`src/rtl/mux_arbiter_rr.sv`:
```
// ---------------------------------------------------------------------------
// mux_arbiter_rr
//
// Round-robin controller for a shared 2:1 data mux and output register.
// Two requesters compete for one registered output channel with a
// valid/ready handshake toward downstream logic. While both are asking,
// a requester keeps ownership for at most BURST consecutive grants
// before the other one is served.
//
// Parameters:
//   DATA_WIDTH  width of dataIn0, dataIn1, dataOut
//   BURST       max consecutive grants to one requester under contention (1..15)
//   CNT_WIDTH   width of the grant counters (MUX_ARB_CNT_EN builds only)
//
// Ports:
//   clk         system clock, rising edge
//   reset_L     asynchronous active-low reset
//   req0/1      requester has valid data on dataIn0/1
//   dataIn0/1   requester data
//   out_ready   downstream accepts dataOut this cycle
//   grant0/1    pulse: the matching dataIn is captured at the coming edge
//   selector    combinational mux select (0 = dataIn0, 1 = dataIn1)
//   dataOut     registered output data
//   valid_out   dataOut holds an untransferred word
//   src_out     id of the requester whose word is in dataOut
//
// Optional feature (macro MUX_ARB_CNT_EN):
//   cnt_clr     synchronous clear of both grant counters (wins over increment)
//   cnt0/1      saturating counts of grant0/grant1 pulses
// ---------------------------------------------------------------------------
module mux_arbiter_rr #(
    parameter int DATA_WIDTH = 8,
    parameter int BURST      = 2
`ifdef MUX_ARB_CNT_EN
    ,
    parameter int CNT_WIDTH  = 8
`endif
) (
    input  logic                  clk,
    input  logic                  reset_L,
    input  logic                  req0,
    input  logic [DATA_WIDTH-1:0] dataIn0,
    input  logic                  req1,
    input  logic [DATA_WIDTH-1:0] dataIn1,
    input  logic                  out_ready,
    output logic                  grant0,
    output logic                  grant1,
    output logic                  selector,
    output logic [DATA_WIDTH-1:0] dataOut,
    output logic                  valid_out,
    output logic                  src_out
`ifdef MUX_ARB_CNT_EN
    ,
    input  logic                  cnt_clr,
    output logic [CNT_WIDTH-1:0]  cnt0,
    output logic [CNT_WIDTH-1:0]  cnt1
`endif
);

    typedef enum logic [1:0] {
        ST_IDLE = 2'd0,
        ST_OWN0 = 2'd1,
        ST_OWN1 = 2'd2
    } state_t;

    localparam logic [3:0] BURST_L = 4'(BURST);

    state_t                  r_state;
    logic                    r_last;
    logic [3:0]              r_burst;
    logic                    r_sel;
    logic [DATA_WIDTH-1:0]   r_data;
    logic                    r_valid;
    logic                    r_src;

    logic                    w_any;
    logic                    w_win;
    logic                    w_cap_en;
    logic                    w_same_owner;
    logic [3:0]              w_burst_inc;
    logic [DATA_WIDTH-1:0]   w_mux_data;

    // Winner selection. With no request the select simply holds.
    always_comb begin
        w_win = r_sel;
        if (req0 && !req1) begin
            w_win = 1'b0;
        end else if (req1 && !req0) begin
            w_win = 1'b1;
        end else if (req0 && req1) begin
            case (r_state)
                ST_OWN0: w_win = (r_burst < BURST_L) ? 1'b0 : 1'b1;
                ST_OWN1: w_win = (r_burst < BURST_L) ? 1'b1 : 1'b0;
                default: w_win = ~r_last;
            endcase
        end
    end

    assign w_any        = req0 | req1;
    assign w_cap_en     = (~r_valid | out_ready) & w_any;
    assign w_same_owner = w_win ? (r_state == ST_OWN1) : (r_state == ST_OWN0);
    // Uncontended runs can exceed BURST; clamping keeps the counter from
    // wrapping and handing the owner a fresh burst later.
    assign w_burst_inc  = (r_burst >= BURST_L) ? BURST_L : r_burst + 4'd1;
    assign w_mux_data   = w_win ? dataIn1 : dataIn0;

    // Grants are gated by reset_L so they drop the instant reset asserts.
    assign grant0    = reset_L & w_cap_en & ~w_win;
    assign grant1    = reset_L & w_cap_en &  w_win;
    assign selector  = w_win;
    assign dataOut   = r_data;
    assign valid_out = r_valid;
    assign src_out   = r_src;

    always_ff @(posedge clk or negedge reset_L) begin
        if (!reset_L) begin
            r_state <= ST_IDLE;
            r_last  <= 1'b1;
            r_burst <= 4'd0;
            r_sel   <= 1'b0;
            r_data  <= '0;
            r_valid <= 1'b0;
            r_src   <= 1'b0;
        end else begin
            r_sel <= w_win;
            if (w_cap_en) begin
                // Capture also covers the simultaneous drain: the old word
                // leaves while the new one lands, no bubble.
                r_data  <= w_mux_data;
                r_src   <= w_win;
                r_valid <= 1'b1;
                r_last  <= w_win;
                r_state <= w_win ? ST_OWN1 : ST_OWN0;
                r_burst <= w_same_owner ? w_burst_inc : 4'd1;
            end else if (r_valid && out_ready) begin
                r_valid <= 1'b0;
                r_state <= ST_IDLE;
                r_burst <= 4'd0;
            end
        end
    end

`ifdef MUX_ARB_CNT_EN
    logic [1:0]                 w_grant;
    logic [1:0][CNT_WIDTH-1:0]  w_cnt;

    assign w_grant = {grant1, grant0};

    genvar gi;
    generate
        for (gi = 0; gi < 2; gi++) begin : g_cnt
            logic [CNT_WIDTH-1:0] r_cnt;

            always_ff @(posedge clk or negedge reset_L) begin
                if (!reset_L) begin
                    r_cnt <= '0;
                end else if (cnt_clr) begin
                    r_cnt <= '0;
                end else if (w_grant[gi] && (r_cnt != {CNT_WIDTH{1'b1}})) begin
                    r_cnt <= r_cnt + CNT_WIDTH'(1);
                end
            end

            assign w_cnt[gi] = r_cnt;
        end
    endgenerate

    assign cnt0 = w_cnt[0];
    assign cnt1 = w_cnt[1];
`endif

endmodule

```
`config.mk`:
```
export PLATFORM = sky130hd
export DESIGN_NAME = mux_arbiter_rr
export DESIGN_NICKNAME = d
export VERILOG_FILES = /design/src/rtl/mux_arbiter_rr.sv
export SDC_FILE = /design/constraint.sdc
export NUM_CORES = 1
export LEC_CHECK = 0
export CORE_MARGIN = 10
export CORE_UTILIZATION = 41
export DETAILED_ROUTE_END_ITERATION = 10
export PLACE_DENSITY = 0.75
export REMOVE_ABC_BUFFERS = 1
export SYNTH_ARGS = -nofsm -noshare
export SYNTH_HDL_FRONTEND = slang
export SYNTH_SLANG_ARGS = --single-unit
```
`constraint.sdc`:
```
create_clock -name clk -period 5.4 [get_ports clk]
set_clock_uncertainty 0.15 [all_clocks]
set_input_delay 0.54 -clock clk [delete_from_list [all_inputs] [get_ports clk]]
set_output_delay 0.54 -clock clk [all_outputs]
set_load 0.02 [all_outputs]
```
==> flow_summary.html, run 1 <==
<table>
<tr><th>Metric</th><th>Value</th></tr>
<tr><th colspan="2">Outcome</th></tr>
<tr><td>Status</td><td>completed</td></tr>
<tr><th colspan="2">Clock network</th></tr>
<tr><td>H-tree levels</td><td>1</td></tr>
<tr><td>Maximum buffer depth of the clock tree</td><td>2</td></tr>
<tr><td>Total CTS buffers</td><td>3</td></tr>
<tr><td>Sink count of the clock tree</td><td>18</td></tr>
<tr><td>Cts hold-fix bufs</td><td>0</td></tr>
<tr><td>Clock-pin slew on the worst setup and hold paths</td><td>100 ps</td></tr>
<tr><td>CTS tree</td><td>yes</td></tr>
<tr><td>Source-to-sink clock delay at the later pin of the worst-skew pair</td><td>290 ps</td></tr>
<tr><td>Root Buffer</td><td>clkbuf_4</td></tr>
<tr><td>Cells resized by post-CTS repair</td><td>0</td></tr>
<tr><td>Setup repair bufs after CTS</td><td>0</td></tr>
<tr><th colspan="2">Global route</th></tr>
<tr><td>Global route total overflow</td><td>0</td></tr>
<tr><td>Number of global-route vias before repair</td><td>959</td></tr>
<tr><td>Maximum number of pins on one net before global-route repair</td><td>20</td></tr>
<tr><td>Combined global-route utilization of all metal layers</td><td>12.56%</td></tr>
<tr><td>Global-route wire length before repair</td><td>4.512 mm</td></tr>
<tr><td>Number of antenna violations at the first check in global routing</td><td>0</td></tr>
<tr><th colspan="2">Cells and area</th></tr>
<tr><td>Relative area change from synthesis to final layout</td><td>39.90%</td></tr>
<tr><td>Most common library cell in the layout ignoring fill and taps</td><td>clkdlybuf4s50_1</td></tr>
<tr><td>Antenna diode count</td><td>0</td></tr>
<tr><td>Most frequent cells in the layout</td><td>clkdlybuf4s50_1, dfrtp_1, nor2_1</td></tr>
<tr><td>Share of layout cells above drive strength 1</td><td>9.420%</td></tr>
<tr><td>Total non-filler cell area in the finished layout</td><td>1351 um^2</td></tr>
<tr><td>Number of nets in the finished design</td><td>164</td></tr>
<tr><th colspan="2">Place</th></tr>
<tr><td>Global placement routability congestion</td><td>0.8119</td></tr>
<tr><td>HPWL after detailed placement</td><td>2.059 mm</td></tr>
<tr><td># port buffers</td><td>33</td></tr>
<tr><td>Cell area after placement</td><td>1315 um^2</td></tr>
<tr><th colspan="2">STA</th></tr>
<tr><td>Max Slew Vio Count</td><td>0</td></tr>
<tr><td>Final hold violation count</td><td>0</td></tr>
<tr><td>Setup total negative slack</td><td>0 ps</td></tr>
<tr><td>Shortest period the worst path allows</td><td>3409 ps</td></tr>
<tr><td>Slew at the pin closest to its max-slew limit</td><td>1121 ps</td></tr>
<tr><td>Final clock period utilization by the worst path</td><td>63.14%</td></tr>
<tr><td>Highest achievable clock rate</td><td>293.3 MHz</td></tr>
<tr><td>Worst slew margin relative to its limit</td><td>24.74%</td></tr>
<tr><td>Unrepaired setup endpoints after global routing</td><td>no</td></tr>
<tr><td>Final setup violating endpoints</td><td>0</td></tr>
<tr><th colspan="2">Worst setup path</th></tr>
<tr><td>Worst setup path end</td><td>grant1</td></tr>
<tr><td>Slowest-stage cell, CP</td><td>clkdlybuf4s50_1</td></tr>
<tr><td>R2r setup slk</td><td>3280 ps</td></tr>
<tr><td>CP peak stage delay</td><td>620 ps</td></tr>
<tr><td>Worst Setup End Kind</td><td>primary output</td></tr>
<tr><td>Worst Path Arrival</td><td>2720 ps</td></tr>
<tr><td>Reg-to-reg critical path endpoint</td><td>r_state[0]</td></tr>
<tr><td>Req. time, crit path</td><td>4710 ps</td></tr>
<tr><td>Crit path from</td><td>req1</td></tr>
<tr><td>Setup Crit Path Kind</td><td>input pin to primary output</td></tr>
<tr><td>Launching element type of the critical path</td><td>input pin</td></tr>
<tr><td>Max Fanout on Critical Path</td><td>11</td></tr>
<tr><td>Number of cell instances on the worst register-to-register path</td><td>7</td></tr>
<tr><td>CP Cell Sequence</td><td>clkdlybuf4s50_1 &gt; nor2_1 &gt; nor2b_1 &gt; nand2_1 &gt; nor2_1 &gt; clkdlybuf4s50_1</td></tr>
<tr><td>Launching point of the worst reg2reg path</td><td>r_state[0]</td></tr>
<tr><th colspan="2">Floorplanning</th></tr>
<tr><td>Die Area</td><td>4697 um^2</td></tr>
<tr><td>I/O pin count</td><td>34</td></tr>
<tr><td>Placement Rows</td><td>17</td></tr>
<tr><td>Floorplan die width</td><td>68.54 um</td></tr>
<tr><td>Floorplan die height</td><td>68.54 um</td></tr>
<tr><td>Area of the core region</td><td>2233 um^2</td></tr>
<tr><td>Initial cell density of the core</td><td>43.25%</td></tr>
<tr><th colspan="2">Synthesis</th></tr>
<tr><td>Synth Area per Inst</td><td>9.288 um^2</td></tr>
<tr><td>Register area share after synthesis</td><td>46.76%</td></tr>
<tr><td>Syn Std Cell Area</td><td>965.9 um^2</td></tr>
<tr><td>Synthesized-area fraction occupied by ao, oa, aoi and oai cells</td><td>27.72%</td></tr>
<tr><td>Main combinational cell family by area after synthesis</td><td>compound AO/OA/AOI/OAI gates</td></tr>
<tr><td>Post-Synth Adder-Cell Area</td><td>5.181%</td></tr>
<tr><td>XOR/XNOR share of the synthesized area</td><td>0%</td></tr>
<tr><td>Share of synthesized area spent on multiplexers</td><td>0%</td></tr>
<tr><td>Number of synthesis warnings</td><td>0</td></tr>
<tr><td>Number of library cell types mapped by synthesis</td><td>33</td></tr>
<tr><td>Synthesized-area fraction occupied by and/or/nand/nor cells</td><td>15.93%</td></tr>
<tr><td>Post-synthesis cell count</td><td>104</td></tr>
<tr><td>Number of register bits inferred by synthesis</td><td>18</td></tr>
<tr><th colspan="2">Pwr</th></tr>
<tr><td>P_sw</td><td>0.0002309 W</td></tr>
<tr><td>Portion of total power attributed to the clock network</td><td>14.5%</td></tr>
<tr><td>Sequential cell fraction of total power</td><td>35.5%</td></tr>
<tr><td>Sw frac</td><td>40.15%</td></tr>
<tr><td>Max VDD drop</td><td>0.2256 mV</td></tr>
<tr><td>Internal cell power</td><td>0.0003443 W</td></tr>
<tr><td>Static Leakage</td><td>0.5618 nW</td></tr>
<tr><td>Total power divided by cell area</td><td>425.7 nW/um^2</td></tr>
<tr><td>Comb power frac</td><td>50.0%</td></tr>
<tr><th colspan="2">Detailed routing</th></tr>
<tr><td>DRC violation count after routing</td><td>0</td></tr>
<tr><td>Initial detailed-routing violation count</td><td>22</td></tr>
<tr><td>Average routed wire per standard cell</td><td>16.10 um</td></tr>
<tr><td>Antenna-violating nets left</td><td>0</td></tr>
<tr><td>Total wire length</td><td>2.673 mm</td></tr>
<tr><td>Vias after detailed routing</td><td>904</td></tr>
<tr><td>DR pass1 iterations</td><td>4</td></tr>
<tr><td>DR vias/cell</td><td>5.446</td></tr>
<tr><th colspan="2">Run</th></tr>
<tr><td>Number of max-cap violations</td><td>0</td></tr>
<tr><th colspan="2">Hold path</th></tr>
<tr><td>Hold WC Path Type</td><td>flop to flop</td></tr>
</table>
[worst min-delay path by stage]
stage | end | from | cells after the start
global placement | src_out | src_out | 2
floorplan | dataOut[0] | reset_L | 0
CTS | r_last | r_last | 2
finish | r_last | r_last | 2
global route | r_last | r_last | 2
detailed placement | src_out | src_out | 2
[synthesized netlist by cell type (all sizes together)]
cell type | count | area [um^2]
a31oi | 8 | 50.05
a22o | 1 | 8.760
a41o | 1 | 10.01
o21ai | 14 | 73.82
nand2b | 2 | 12.51
nand2 | 10 | 45.04
nand3 | 1 | 5.000
inv | 5 | 18.76
o2111ai | 2 | 17.52
a21oi | 9 | 45.04
dfstp | 1 | 26.28
o221ai | 1 | 8.760
nor4b | 1 | 8.760
a211o | 1 | 8.760
o21a | 1 | 7.510
and2 | 2 | 13.77
clkbuf | 2 | 7.510
o31a | 1 | 10.01
ha | 4 | 50.05
o31ai | 1 | 7.510
nor2 | 12 | 45.04
nor2b | 2 | 12.51
or3 | 1 | 11.26
a211oi | 1 | 12.51
dfrtp | 17 | 425.4
buf | 2 | 16.26
o211ai | 1 | 7.510
[final cells by class]
| class | count | area, um^2 |
|---|---|---|
| clock buffers | 4 | 36.28 |
| fillers | 199 | 882.1 |
| inverters | 5 | 18.77 |
| multi-input cells | 77 | 471.7 |
| flip-flops and latches | 18 | 451.7 |
| well taps | 28 | 35.03 |
| repair buffers | 34 | 337.8 |
[per-stage QoR]
stage | instances | worst slack [ps] | utilization (%) | hold slack, ps | total power [W]
after floorplan | 100 | 2952 | - | 94.41 | 0.0003787
after global placement | 162 | 2014 | 58.88 | 322.9 | 0.0004909
after detailed placement | 162 | 1992 | 58.88 | 335.4 | 0.0004987
after CTS | 166 | 1958 | 60.50 | 353.4 | 0.0005838
after global routing | 166 | 1712 | 60.50 | 388.4 | 0.0006267
final | 166 | 1991 | 60.50 | 349.8 | 0.0005752
[logic make-up after synthesis]
kind of cell             count (synthesis)
flip-flops                              18
adder cells (fa/ha/maj)                  4
AO/OA/AOI/OAI                           42
AND/OR/NAND/NOR                         31
buffers and inverters                    9
[per-layer routing]
| layer | wire [um] | GRT usage [%] | share of wire (%) | up-vias |
|---|---|---|---|---|
| li1 | - | - | - | 447 |
| met1 | 1085 | 14.54 | 41 | 433 |
| met2 | 1383 | 20.62 | 52 | 20 |
| met3 | 154 | 3.865 | 5.8 | 4 |
| met4 | 48 | 6.030 | 1.8 | 0 |
| met5 | 0 | 0 | 0 | - |
[state kept, by name, indices dropped and copies added, names as in the netlist]
| signal | cells |
|---|---|
| dataOut | 8 |
| r_burst | 4 |
| r_state | 2 |
| r_last | 1 |
| r_sel | 1 |
| src_out | 1 |
| valid_out | 1 |
[power by group through the flow]
stage,Combinational (W),Clock [W],Sequential (W)
6_report,0.000288,0.0000833,0.000204
5_1_grt,0.000322,0.0000929,0.000211
4_1_cts,0.000293,0.0000866,0.000205
3_5_place_dp,0.000291,0,0.000208
3_3_place_gp,0.000284,0,0.000207
2_1_floorplan,0.000147,0,0.000232
[worst max-delay path: cells and delay by family]
| kind | cells | cell delay, ps |
|---|---|---|
| buffers and inverters | 2 | 1210 |
| and+or+nand+nor | 4 | 960 |
Power figures use the tool's default switching activity.
==> run 2: changes to the inputs <==
==> constraint.sdc (replaced) <==
create_clock -name clk -period 3.55 [get_ports clk]
set_clock_uncertainty 0.15 [all_clocks]
set_input_delay 0.355 -clock clk [delete_from_list [all_inputs] [get_ports clk]]
set_output_delay 0.355 -clock clk [all_outputs]
set_load 0.02 [all_outputs]
==> run 2 against run 1 <==
  * Critical path depth grew 1
  * Non-clock buffer count rose by 2
  * Via count grew 1.5%
  * Count of clock-buffer cells in the layout did not move
  * Routed wire length is 1.3% higher
  * Flip-flop and latch count is the same
  * Largest cell class unchanged
  * Highest routed layer unchanged
==> flow_summary.html, run 2 (synthesized netlist as in run 1, its figures left out) <==
<table>
<tr><th>Metric</th><th>Value</th></tr>
<tr><th colspan="2">Outcome</th></tr>
<tr><td>Status</td><td>completed</td></tr>
<tr><th colspan="2">Detailed routing</th></tr>
<tr><td>DR vias/cell</td><td>5.464 (+0.34%)</td></tr>
<tr><td>DR pass1 iterations</td><td>4 (unchanged)</td></tr>
<tr><td>Vias after detailed routing</td><td>918 (+1.5%)</td></tr>
<tr><td>Antenna-violating nets left</td><td>0 (unchanged)</td></tr>
<tr><td>Initial detailed-routing violation count</td><td>41 (+86%)</td></tr>
<tr><td>Total wire length</td><td>2.707 mm (+1.3%)</td></tr>
<tr><td>Average routed wire per standard cell</td><td>16.11 um (about the same)</td></tr>
<tr><td>DRC violation count after routing</td><td>0 (unchanged)</td></tr>
<tr><th colspan="2">Cells and area</th></tr>
<tr><td>Share of layout cells above drive strength 1</td><td>10.71% (+1.3 points)</td></tr>
<tr><td>Relative area change from synthesis to final layout</td><td>41.45%</td></tr>
<tr><td>Max reg flops</td><td>8 (unchanged)</td></tr>
<tr><td>Antenna diode count</td><td>0 (unchanged)</td></tr>
<tr><td>Number of nets in the finished design</td><td>166 (+1.2%)</td></tr>
<tr><td>Final-layout fill cell count</td><td>199 (unchanged)</td></tr>
<tr><td>Final std cells w/o fill</td><td>168 (+1.2%)</td></tr>
<tr><td>Most common library cell in the layout ignoring fill and taps</td><td>clkdlybuf4s50_1</td></tr>
<tr><td>Most frequent cells in the layout</td><td>clkdlybuf4s50_1, dfrtp_1, nor2_1</td></tr>
<tr><td>Core Util, Final</td><td>61.18% (+0.67 points)</td></tr>
<tr><td>Total non-filler cell area in the finished layout</td><td>1366 um^2 (+1.1%)</td></tr>
<tr><th colspan="2">Worst setup path</th></tr>
<tr><td>Req. time, crit path</td><td>3040 ps (-1670 ps)</td></tr>
<tr><td>Worst Setup End Kind</td><td>primary output</td></tr>
<tr><td>Worst Path Arrival</td><td>2770 ps (+50 ps)</td></tr>
<tr><td>Max Fanout on Critical Path</td><td>9 (-2)</td></tr>
<tr><td>Setup Crit Path Kind</td><td>flop to primary output</td></tr>
<tr><td>Crit path from</td><td>r_state[0]</td></tr>
<tr><td>Launching element type of the critical path</td><td>flop</td></tr>
<tr><td>Launching point of the worst reg2reg path</td><td>r_state[0]</td></tr>
<tr><th colspan="2">Global route</th></tr>
<tr><td>Global-route wire length before repair</td><td>4.229 mm (-6.3%)</td></tr>
<tr><td>Global route total overflow</td><td>0 (unchanged)</td></tr>
<tr><td>Number of antenna violations at the first check in global routing</td><td>0 (unchanged)</td></tr>
<tr><td>Number of global-route vias before repair</td><td>909 (-5.2%)</td></tr>
<tr><td>Combined global-route utilization of all metal layers</td><td>11.45% (-1.1 points)</td></tr>
<tr><td>Maximum number of pins on one net before global-route repair</td><td>20 (unchanged)</td></tr>
<tr><th colspan="2">Pwr</th></tr>
<tr><td>Static Leakage</td><td>0.5714 nW (+1.7%)</td></tr>
<tr><td>Total power divided by cell area</td><td>644.6 nW/um^2 (+51%)</td></tr>
<tr><td>Max VDD drop</td><td>0.3354 mV (+49%)</td></tr>
<tr><th colspan="2">STA</th></tr>
<tr><td>Final hold slack</td><td>227.7 ps (-122.0 ps)</td></tr>
<tr><td>Final clock period utilization by the worst path</td><td>92.17%</td></tr>
<tr><td>Max Slew Vio Count</td><td>0 (unchanged)</td></tr>
<tr><td>Unrepaired setup endpoints after global routing</td><td>no</td></tr>
<tr><td>Highest achievable clock rate</td><td>305.6 MHz</td></tr>
<tr><td>Final hold violation count</td><td>0 (unchanged)</td></tr>
<tr><td>Shortest period the worst path allows</td><td>3272 ps</td></tr>
<tr><td>Final setup violating endpoints</td><td>0 (unchanged)</td></tr>
<tr><td>Worst slew margin relative to its limit</td><td>53.59% (+29 points)</td></tr>
<tr><td>Slew at the pin closest to its max-slew limit</td><td>690.3 ps (-431.2 ps)</td></tr>
<tr><td>Setup total negative slack</td><td>0 ps (unchanged)</td></tr>
<tr><th colspan="2">Place</th></tr>
<tr><td>HPWL after detailed placement</td><td>2.026 mm (-1.6%)</td></tr>
<tr><td>Cell area after placement</td><td>1330 um^2 (+1.1%)</td></tr>
<tr><td>Global placement routability congestion</td><td>0.7699 (-5.2%)</td></tr>
<tr><td># port buffers</td><td>33 (unchanged)</td></tr>
<tr><td>Placed cell count</td><td>164 (+1.2%)</td></tr>
<tr><th colspan="2">Clock network</th></tr>
<tr><td>H-tree levels</td><td>1 (unchanged)</td></tr>
<tr><td>Sink count of the clock tree</td><td>18 (unchanged)</td></tr>
<tr><td>Source-to-sink clock delay at the later pin of the worst-skew pair</td><td>290 ps (about the same)</td></tr>
<tr><td>Total CTS buffers</td><td>3 (unchanged)</td></tr>
<tr><td>Clock-pin slew on the worst setup and hold paths</td><td>110 ps (about the same)</td></tr>
<tr><td>Maximum buffer depth of the clock tree</td><td>2 (unchanged)</td></tr>
<tr><td>Setup repair bufs after CTS</td><td>0 (unchanged)</td></tr>
<tr><td>Cts hold-fix bufs</td><td>0 (unchanged)</td></tr>
<tr><td>Root Buffer</td><td>clkbuf_4</td></tr>
<tr><td>CTS tree</td><td>yes</td></tr>
<tr><td>Cells resized by post-CTS repair</td><td>0 (unchanged)</td></tr>
<tr><th colspan="2">Floorplanning</th></tr>
<tr><td>Initial cell density of the core</td><td>43.25% (unchanged)</td></tr>
<tr><td>Area of the core region</td><td>2233 um^2 (unchanged)</td></tr>
<tr><td>Placement Rows</td><td>17 (unchanged)</td></tr>
<tr><td>Floorplan die height</td><td>68.54 um (unchanged)</td></tr>
<tr><td>Die Area</td><td>4697 um^2 (unchanged)</td></tr>
<tr><td>Floorplan die width</td><td>68.54 um (unchanged)</td></tr>
<tr><td>I/O pin count</td><td>34 (unchanged)</td></tr>
<tr><th colspan="2">Hold path</th></tr>
<tr><td>Hold WC Path Type</td><td>input pin to asynchronous set/reset pin</td></tr>
<tr><th colspan="2">Run</th></tr>
<tr><td>Number of max-cap violations</td><td>0 (unchanged)</td></tr>
</table>
run 2: area by class of cell:
class                           count  area (um^2)  share of cell area [%]
Multi-Input combinational cell     77        471.7                   34.52
Sequential cell                    18        451.7                   33.06
Timing Repair Buffer               36        352.8                   25.82
Clock buffer                        4        36.28                   2.656
Tap cell                           28        35.03                   2.564
Inverter                            5        18.77                   1.374
run 2: worst paths after layout:
| check | slack, ps | depth (start not counted) | end |
|---|---|---|---|
| worst max-delay path | 280 | 7 | grant1 |
| worst min-delay path | 230 | 2 | dataOut[3] |
| worst max register to register | 1380 | 6 | dataOut[5] |
| worst min register to register | 340 | 2 | r_last |
| max in group asynchronous | 2760 | 2 | r_last |
| min in group clk | 340 | 2 | r_last |
run 2: critical path, stage by stage (launching register included):
cell	delay [ps]
dfrtp_1	420
inv_1	70
ha_1	180
nor4b_1	560
a211o_1	400
nand2_4	100
nor2_1	120
clkdlybuf4s50_1	610
run 2: power by group:
group          internal [W]  switching [W]
Clock             0.0000625      0.0000672
Combinational      0.000193       0.000246
Sequential         0.000270      0.0000422
run 2: per-layer routing:
layer | track usage (%) | share of wire, % | vias up
li1 | - | - | 448
met1 | 13.93 | 41 | 430
met5 | 0 | 0 | -
met3 | 3.865 | 7.5 | 6
met2 | 18.43 | 49 | 34
met4 | 4.020 | 2.1 | 0
run 2: through the flow:
step           setup slack, ps   power, W
2_1_floorplan             1287  0.0005761
3_3_place_gp             658.1  0.0007399
3_5_place_dp             597.1  0.0007564
4_1_cts                  312.5  0.0008850
5_1_grt                  94.91  0.0009432
6_report                 278.1  0.0008807
==> run 3: changes to the inputs <==
--- a/config.mk
+++ b/config.mk
@@ -10,6 +10,7 @@
 export DETAILED_ROUTE_END_ITERATION = 10
 export PLACE_DENSITY = 0.75
 export REMOVE_ABC_BUFFERS = 1
+export SETUP_SLACK_MARGIN = 0.05
 export SYNTH_ARGS = -nofsm -noshare
 export SYNTH_HDL_FRONTEND = slang
 export SYNTH_SLANG_ARGS = --single-unit
==> results of run 3 <==
Final layout, timing and power as in run 2 (identical DEF).
